**config.mk**
```make
export PLATFORM = sky130hd
export DESIGN_NAME = if_prefetch
export DESIGN_NICKNAME = d
export VERILOG_FILES = /design/src/rtl/mycpu_pkg.sv /design/src/rtl/if_inst_fifo.sv /design/src/rtl/if_prefetch.sv
export SDC_FILE = /design/constraint.sdc
export NUM_CORES = 1
export LEC_CHECK = 0
export BUFFER_PORTS_ARGS = -buffer_cell sky130_fd_sc_hd__buf_4
export CAP_MARGIN = 20
export CORE_ASPECT_RATIO = 1.1
export CORE_MARGIN = 2
export CORE_UTILIZATION = 45
export CTS_CLUSTER_SIZE = 24
export DETAILED_ROUTE_END_ITERATION = 7
export PLACE_DENSITY_LB_ADDON = 0.3
export REMOVE_ABC_BUFFERS = 1
export SLEW_MARGIN = 5
export SYNTH_ARGS = -nofsm -noshare
export SYNTH_HDL_FRONTEND = slang
export SYNTH_SLANG_ARGS = --single-unit
```
**constraint.sdc**
```tcl
create_clock -name clk -period 2.9 [get_ports clk]
set_input_delay 0.58 -clock clk [delete_from_list [all_inputs] [get_ports clk]]
set_output_delay 0.58 -clock clk [all_outputs]
set_load 0.005 [all_outputs]
```
**src/rtl/mycpu_pkg.sv**
```systemverilog
// Shared CPU definitions: reset vector, instruction width/NOP and the
// prefetch queue entry layout used by if_prefetch and if_inst_fifo.
package mycpu_pkg;

  localparam logic [31:0]  RESET_PC_DEFAULT = 32'h1c00_0000;
  localparam int unsigned  INST_W           = 32;
  localparam logic [INST_W-1:0] NOP_INST    = 32'h0340_0000;

  typedef struct packed {
    logic [31:0]       pc;
    logic [INST_W-1:0] inst;
  } fq_entry_t;

endpackage

```
**src/rtl/if_inst_fifo.sv**
```systemverilog
// Synchronous prefetch queue: one write port, one read port, flush,
// wrapping pointers and a separate 0..DEPTH occupancy counter.
module if_inst_fifo
  import mycpu_pkg::*;
#(
  parameter int unsigned DEPTH = 4
) (
  input  logic      clk_i,
  input  logic      rst_ni,
  input  logic      flush_i,
  input  logic      wr_en_i,
  input  fq_entry_t wr_data_i,
  input  logic      rd_en_i,
  output fq_entry_t rd_data_o,
  output logic [4:0] count_o,
  output logic      empty_o
);

  localparam int unsigned PW = (DEPTH > 1) ? $clog2(DEPTH) : 1;

  fq_entry_t       mem_q [DEPTH];
  logic [PW-1:0]   wptr_q, rptr_q;
  logic [4:0]      cnt_q;
  logic            full, wr, rd;

  assign full      = (cnt_q == 5'(DEPTH));
  assign empty_o   = (cnt_q == '0);
  assign wr        = wr_en_i && !full && !flush_i;
  assign rd        = rd_en_i && !empty_o && !flush_i;
  assign count_o   = cnt_q;
  assign rd_data_o = mem_q[rptr_q];

  always_ff @(posedge clk_i or negedge rst_ni) begin
    if (!rst_ni) begin
      wptr_q <= '0;
      rptr_q <= '0;
      cnt_q  <= '0;
    end else if (flush_i) begin
      wptr_q <= '0;
      rptr_q <= '0;
      cnt_q  <= '0;
    end else begin
      if (wr) wptr_q <= wptr_q + PW'(1);
      if (rd) rptr_q <= rptr_q + PW'(1);
      case ({wr, rd})
        2'b10:   cnt_q <= cnt_q + 5'd1;
        2'b01:   cnt_q <= cnt_q - 5'd1;
        default: cnt_q <= cnt_q;
      endcase
    end
  end

  always_ff @(posedge clk_i) begin
    if (wr) mem_q[wptr_q] <= wr_data_i;
  end

endmodule

```
**src/rtl/if_prefetch.sv**
```systemverilog
// Instruction fetch with prefetch queue and branch redirect/flush.
// Optional same-cycle bypass of empty queue: define IF_PREFETCH_BYPASS_EN.
module if_prefetch
  import mycpu_pkg::*;
#(
  parameter logic [31:0] RESET_PC = RESET_PC_DEFAULT,
  parameter int unsigned QDEPTH   = 4
) (
  input  logic              clk,
  input  logic              resetn,
  output logic              inst_sram_we,
  output logic [31:0]       inst_sram_addr,
  output logic [31:0]       inst_sram_wdata,
  input  logic [INST_W-1:0] inst_sram_rdata,
  input  logic              br_taken,
  input  logic [31:0]       br_target,
  input  logic              ds_allow_in,
  output logic              fs_to_ds_valid,
  output logic [31:0]       fs_to_ds_pc,
  output logic [INST_W-1:0] fs_to_ds_inst,
  output logic [4:0]        fs_qcnt
);

  logic [31:0] fetch_pc_q, fetch_pc_d;
  logic [31:0] inflight_pc_q, inflight_pc_d;
  logic        inflight_q, inflight_d;
  logic [4:0]  qcnt;
  logic        q_empty, issue, resp_vld, push, pop;
  fq_entry_t   head, resp;

  assign inst_sram_we    = 1'b0;
  assign inst_sram_wdata = '0;
  assign inst_sram_addr  = {fetch_pc_q[31:2], 2'b00};
  assign fs_qcnt         = qcnt;

  assign issue    = !br_taken && (({1'b0, qcnt} + {5'b0, inflight_q}) < 6'(QDEPTH));
  assign resp_vld = inflight_q && !br_taken;
  assign resp     = '{pc: inflight_pc_q, inst: inst_sram_rdata};
  assign pop      = !q_empty && !br_taken && ds_allow_in;

`ifdef IF_PREFETCH_BYPASS_EN
  // An empty queue hands the arriving response straight to decode; it is
  // only enqueued if decode does not take it this cycle.
  assign push = resp_vld && !(q_empty && ds_allow_in);
  always_comb begin
    fs_to_ds_valid = 1'b0;
    fs_to_ds_pc    = '0;
    fs_to_ds_inst  = '0;
    if (!q_empty) begin
      fs_to_ds_valid = !br_taken;
      fs_to_ds_pc    = head.pc;
      fs_to_ds_inst  = head.inst;
    end else if (resp_vld) begin
      fs_to_ds_valid = 1'b1;
      fs_to_ds_pc    = resp.pc;
      fs_to_ds_inst  = resp.inst;
    end
  end
`else
  assign push           = resp_vld;
  assign fs_to_ds_valid = !q_empty && !br_taken;
  assign fs_to_ds_pc    = q_empty ? '0 : head.pc;
  assign fs_to_ds_inst  = q_empty ? '0 : head.inst;
`endif

  always_comb begin
    fetch_pc_d    = fetch_pc_q;
    inflight_pc_d = inflight_pc_q;
    inflight_d    = issue;
    if (br_taken) begin
      fetch_pc_d = {br_target[31:2], 2'b00};
    end else if (issue) begin
      fetch_pc_d    = fetch_pc_q + 32'd4;
      inflight_pc_d = fetch_pc_q;
    end
  end

  always_ff @(posedge clk or negedge resetn) begin
    if (!resetn) begin
      fetch_pc_q    <= RESET_PC;
      inflight_pc_q <= '0;
      inflight_q    <= 1'b0;
    end else begin
      fetch_pc_q    <= fetch_pc_d;
      inflight_pc_q <= inflight_pc_d;
      inflight_q    <= inflight_d;
    end
  end

  if_inst_fifo #(
    .DEPTH (QDEPTH)
  ) u_fifo (
    .clk_i     (clk),
    .rst_ni    (resetn),
    .flush_i   (br_taken),
    .wr_en_i   (push),
    .wr_data_i (resp),
    .rd_en_i   (pop),
    .rd_data_o (head),
    .count_o   (qcnt),
    .empty_o   (q_empty)
  );

endmodule
```
Word-level counts from Yosys, hierarchy flattened
Memories as Yosys holds them, arrays and structs flattened.
Index checks and enable logic that the tools add are counted.
- register bits: 74
- RAM bits: 256
- input bits: 68
- output and inout port bits: 135
- memories kept: 1
- memory list (memory ; words ; bits a word ; read ports ; clocked after memory_dff ; wr ports ; line ; source):
    u_fifo.mem_q ; 4 ; 64 ; 1 ; 0 ; 1 ; if_inst_fifo.sv:21 ; fq_entry_t mem_q [DEPTH];
- $add $sub $neg: 6
- order comparisons: 1
- eq/ne operators: 3
- mux-type cells: 12
- bitwise logic cells: 1
- reduce and logical (&&, ||, !) cells: 17
- operators with widths (operator ; count):
    $mux 32 ; 4
    $add 32x3->32 const B ; 1
    $pmux 5 s2 ; 1
    $logic_and 1x1->1 ; 8
    $mux 2 ; 4
    $add 5x1->6 ; 1
    $lt 6x3->1 const B ; 1
    $reduce_bool 2->1 ; 3
    $add 5x1->5 const B ; 1
    $eq 5x3->1 const B ; 1
    $logic_not 5->1 ; 1
    $mux 5 ; 1
    $sub 5x1->5 const B ; 1
    $add 2x1->2 const B ; 2
    $logic_not 1->1 ; 3
    $reduce_bool 3->1 ; 1
    $eq 2x1->1 const B ; 1
    $eq 2x2->1 const B ; 1
    $mux 1 ; 2
    $reduce_and 2->1 ; 1
    $not 1->1 ; 1

Depth between registers and ports, before layout
- depth in word-level cells: 9
- mapped depth: 11
- gate-level depth less buffers: 10

By module
From an unflattened synthesis, not the netlist that was laid out.
- cells, all modules: 776
- area, all modules: 13613.1 um^2
- modules (own cells, without submodules) (module ; times used ; cells each ; area an instance (um^2) ; sequential area each (um^2)):
    if_inst_fifo ; 1 ; 407 ; 9882.0 ; 7912.6
    if_prefetch ; 1 ; 369 ; 3731.1 ; 1530.2

Worst setup path before layout
OpenSTA, ideal clock, no wires.
- path type: register to register
- from: reg u_fifo.cnt_q[0], in the netlist u_fifo.count_o[0]
- to: mem u_fifo.mem_q[0][0] (netlist name), enable pin
- setup time: 427 ps
- data arrival time: 2534 ps
- slack: -61 ps
- stages on the path, launching flop included: 5
- clock period less this slack: 2961 ps
- cell sequence: dfrtp_1 > nor4_1 > a21boi_0 > clkbuf_1 > and3_1
- longest elaborated chain between the ends: 6
- RTL lines (what ; line ; source):
    from (decl) ; if_inst_fifo.sv:23 ; logic [4:0] cnt_q;
    from (signal assigned) ; if_inst_fifo.sv:46 ; 2'b10: cnt_q <= cnt_q + 5'd1;
    from (signal assigned) ; if_inst_fifo.sv:47 ; 2'b01: cnt_q <= cnt_q - 5'd1;
    from (signal assigned) ; if_inst_fifo.sv:48 ; default: cnt_q <= cnt_q;
    $eq 5x3->1 ; if_inst_fifo.sv:26 ; assign full = (cnt_q == 5'(DEPTH));
    $logic_not 1->1 ; if_inst_fifo.sv:28 ; assign wr = wr_en_i && !full && !flush_i;
    $logic_and 1x1->1 (2 in series) ; if_inst_fifo.sv:28 ;
    $mux 1 ; if_inst_fifo.sv:54 ; if (wr) mem_q[wptr_q] <= wr_data_i;
    $mux 1 (not written as such) ; if_inst_fifo.sv:54 ;
    to (decl) ; if_inst_fifo.sv:21 ;
No other way between the ends.

Final worst setup path
- from: reg u_fifo.cnt_q[3], in the netlist u_fifo.count_o[3]
- to: out fs_to_ds_inst[27]
- longest elaborated chain between the ends: 2
- RTL lines (what ; line ; source):
    $logic_not 5->1 ; if_inst_fifo.sv:27 ; assign empty_o = (cnt_q == '0);
    $mux 32 ; if_prefetch.sv:63 ; assign fs_to_ds_inst = q_empty ? '0 : head.inst;
    to (decl) ; if_prefetch.sv:20 ; output logic [INST_W-1:0] fs_to_ds_inst,
No other way between the ends.

==> flow_metrics.tcl <==
set metrics [dict create \
    status "finished, final reports clean" \
    yosys_warnings 0 \
    cts_made_buffers 34 \
    clk_path_buf_depth 3 \
    syn_area_um2 13100 \
    num_antenna_cells 0 \
    core.rowCount 65 \
    grt_pass1_vias 7281 \
    h-tree-depth 2 \
    avgSynthCellArea_um2 17.2 \
    drv_slew 0 \
    tightestPinTransition_ns 0.745 \
    yosys.area_share.simple_pct 7.74 \
    drive_gt1_share_pct 35.9 \
    area_delta_synth_final_pct 21.7 \
    synth-seq-cells 318 \
    finalWorstSetupSlack_ns 0.0888 \
    hold_viol_final 0 \
    cts_root_buf "clkbuf_16" \
    yosysSeqAreaShare_pct 70.2 \
    drc 0 \
    nets 1025 \
    clock_latency_ns 0.51 \
    yosysUniqueCellTypes 45 \
    cts_tree "yes" \
    ir_drop_mv 0.572 \
    synth_edf_count 248 \
    grt_first_pass_wirelength_um 41400 \
    yosys_most_used_dff "edfxtp_1" \
    crit_fanout 47 \
    ant_nets 0 \
    overflow 0 \
    async_flop_share_pct 22.0 \
    synth_fa_ha_area_share_pct 0.917 \
    vias_per_cell 5.20 \
    power_leakage_nw 5.82 \
    synth_xor_area_share_pct 2.21 \
    fp.dieH_um 183 \
    maxCapViolCount 0 \
    dp_hpwl_um 16700 \
    drt-total-wl_um 26900 \
    drtIter0Drc 552 \
    num_vias 6959 \
    finalCritPeriodShare_pct 96.9 \
    crit_type "register to output pin" \
    grt.total_usage_pct 17.6 \
    numPortBuffers 163 \
    synth_mux_area_share_pct 13.5 \
    clk_pin_slew_ns 0.06 \
    ctsHoldBuffers 0 \
    slew_headroom_pct 50.3 \
    end_kind "output pin" \
    start_util_pct 45.6 \
    p_per_area_nw_per_um2 959 \
    crit_required_ns 2.32 \
    core_um2 28700 \
    die_x_um 167 \
    cp-start-kind "register" \
    clock_sinks 318 \
    hp-class "input port to asynchronous set/reset pin" \
    die_area_um2 30500 \
    synth-compound-area-share_pct 1.83 \
    detail_route.wl_per_cell_um 20.1 \
    skew_ns 0.0134 \
    place_ws_ns 0.147 \
    arrival_ns 2.23 \
    setup_viol 0 \
    first_pass_iters 5 \
    io_pins 203 \
    gp_congestion 0.767 \
    antenna_found_initial 0 \
    timing.fmax_mhz 356 \
    syn_inst 760 \
    synth_top_family_by_area "multiplexers" \
    finalCriticalPeriod_ns 2.81 \
    total_power_mw 15.3 \
    nFillCells 2336 \
    grt_max_degree 70 \
]
[flip-flops by register name, summed over array words and instances (netlist names)]
signal / count
u_fifo.wptr_q: 2
u_fifo.rptr_q: 2
inflight_pc_q: 30
u_fifo.mem_q: 248
u_fifo.count_o: 5
fetch_pc_q: 30
inflight_q: 1
[layer usage]
layer  global-route usage (%)  routed length, um  vias up
met1                     23.8              11600     3527
li1                         -                  -     3199
met2                     29.6              13300      193
met5                        0                  0        -
met4                     4.62                564        0
met3                     3.30               1420       40
[synthesized netlist by cell type (10+ instances only)]
master / number / share of area, %
buf_4: 37 / 2.1
nor2_1: 17 / 0.49
o21ai_0: 26 / 0.99
nand4_1: 14 / 0.67
xor2_1: 21 / 1.4
and3_1: 10 / 0.48
dfrtp_1: 67 / 13
mux4_2: 62 / 11
nand2_1: 34 / 0.97
nand3_1: 10 / 0.38
edfxtp_1: 248 / 57
buf_2: 10 / 0.38
clkbuf_1: 26 / 0.74
mux2_2: 30 / 2.6
xnor2_1: 12 / 0.80
nor2b_1: 63 / 3.0
[where the power goes]
part | total [mW] | internal [mW] | switching, mW | leakage [nW]
Sequential | 6.47 | 5.94 | 0.529 | 3.10
Clock | 4.18 | 2.49 | 1.70 | 0.526
Combinational | 4.62 | 2.46 | 2.16 | 2.20
[cell type report]
type | count | area (um^2) | share of cell area [%]
multi-input combinational | 396 | 3610 | 22.7
clock buffer | 42 | 902 | 5.66
tap | 368 | 460 | 2.89
clock inverter | 16 | 179 | 1.12
sequential | 318 | 9210 | 57.8
inverter | 8 | 30.0 | 0.188
timing repair buffer | 190 | 1550 | 9.70
[worst max-delay path: stages (launching register included)]
cell and delay [ns]:
dfrtp_1 0.44, or3_1 0.41, buf_4 0.19, nor2_4 0.12
buf_12 0.24, nor2b_1 0.11, buf_4 0.15
[cell families after synthesis]
kind of cell             count (synthesis)
AO/OA/AOI/OAI                           43
XOR/XNOR                                33
adder cells (fa/ha/maj)                  9
buffers and inverters                   82
flip-flops                             318
multiplexers                            95
other                                    1
AND/OR/NAND/NOR                        179
[placed cells by master (no fill, tap or decap), types with 3 or more instances in the layout]
cell type	synthesis	routed
a21oi_1	3	3
and2_1	4	4
and3_1	10	6
and3_4	0	4
and4_1	6	6
buf_12	0	8
buf_4	37	181
bufinv_16	0	3
clkbuf_1	26	7
clkbuf_16	0	35
clkinv_1	0	4
clkinv_2	0	5
conb_1	1	37
dfrtp_1	67	65
dfstp_2	3	3
edfxtp_1	248	248
ha_1	8	8
inv_1	8	8
mux2_2	30	30
mux2i_1	3	3
mux4_2	62	62
nand2_1	34	34
nand3_1	10	10
nand4_1	14	14
nor2_1	17	16
nor2b_1	63	63
nor3_1	5	4
nor3_2	2	3
o21ai_0	26	26
o21ai_1	4	4
or3_1	3	3
xnor2_1	12	12
xor2_1	21	21
[final timing paths]
kind                                      from                  end  slack [ns]  depth (start not counted)
hold / removal                          resetn    inflight_pc_q[16]        0.12                          1
hold reg to reg              inflight_pc_q[22]  u_fifo.mem_q[0][54]        0.51                          0
min in group clk           inst_sram_rdata[24]  u_fifo.mem_q[0][24]        0.27                          1
max in group asynchronous               resetn    inflight_pc_q[19]        2.11                          2
setup reg to reg             u_fifo.count_o[3]    u_fifo.count_o[4]        0.13                         10
setup / recovery             u_fifo.count_o[3]    fs_to_ds_inst[27]        0.09                          6
[per-stage QoR]
step | setup TNS [ns] | util, % | hold WS [ns] | std cells | area (um^2)
after floorplan | -164.57 | - | 0.284 | 722 | 12800
after global placement | 0 | 51.7 | 0.492 | 1279 | 14800
after detailed placement | 0 | 51.7 | 0.500 | 1279 | 14800
after CTS | 0 | 55.4 | 0.172 | 1337 | 15900
after global routing | -0.0291 | 55.5 | 0.191 | 1338 | 15900
final | 0 | 55.5 | 0.122 | 1338 | 15900
[repair_timing]
action / CTS / global route
setup endpoints to repair: 0 / 2
setup buffers: 0 / 1
gates resized for setup: 0 / 2
Power figures use the tool's default switching activity.
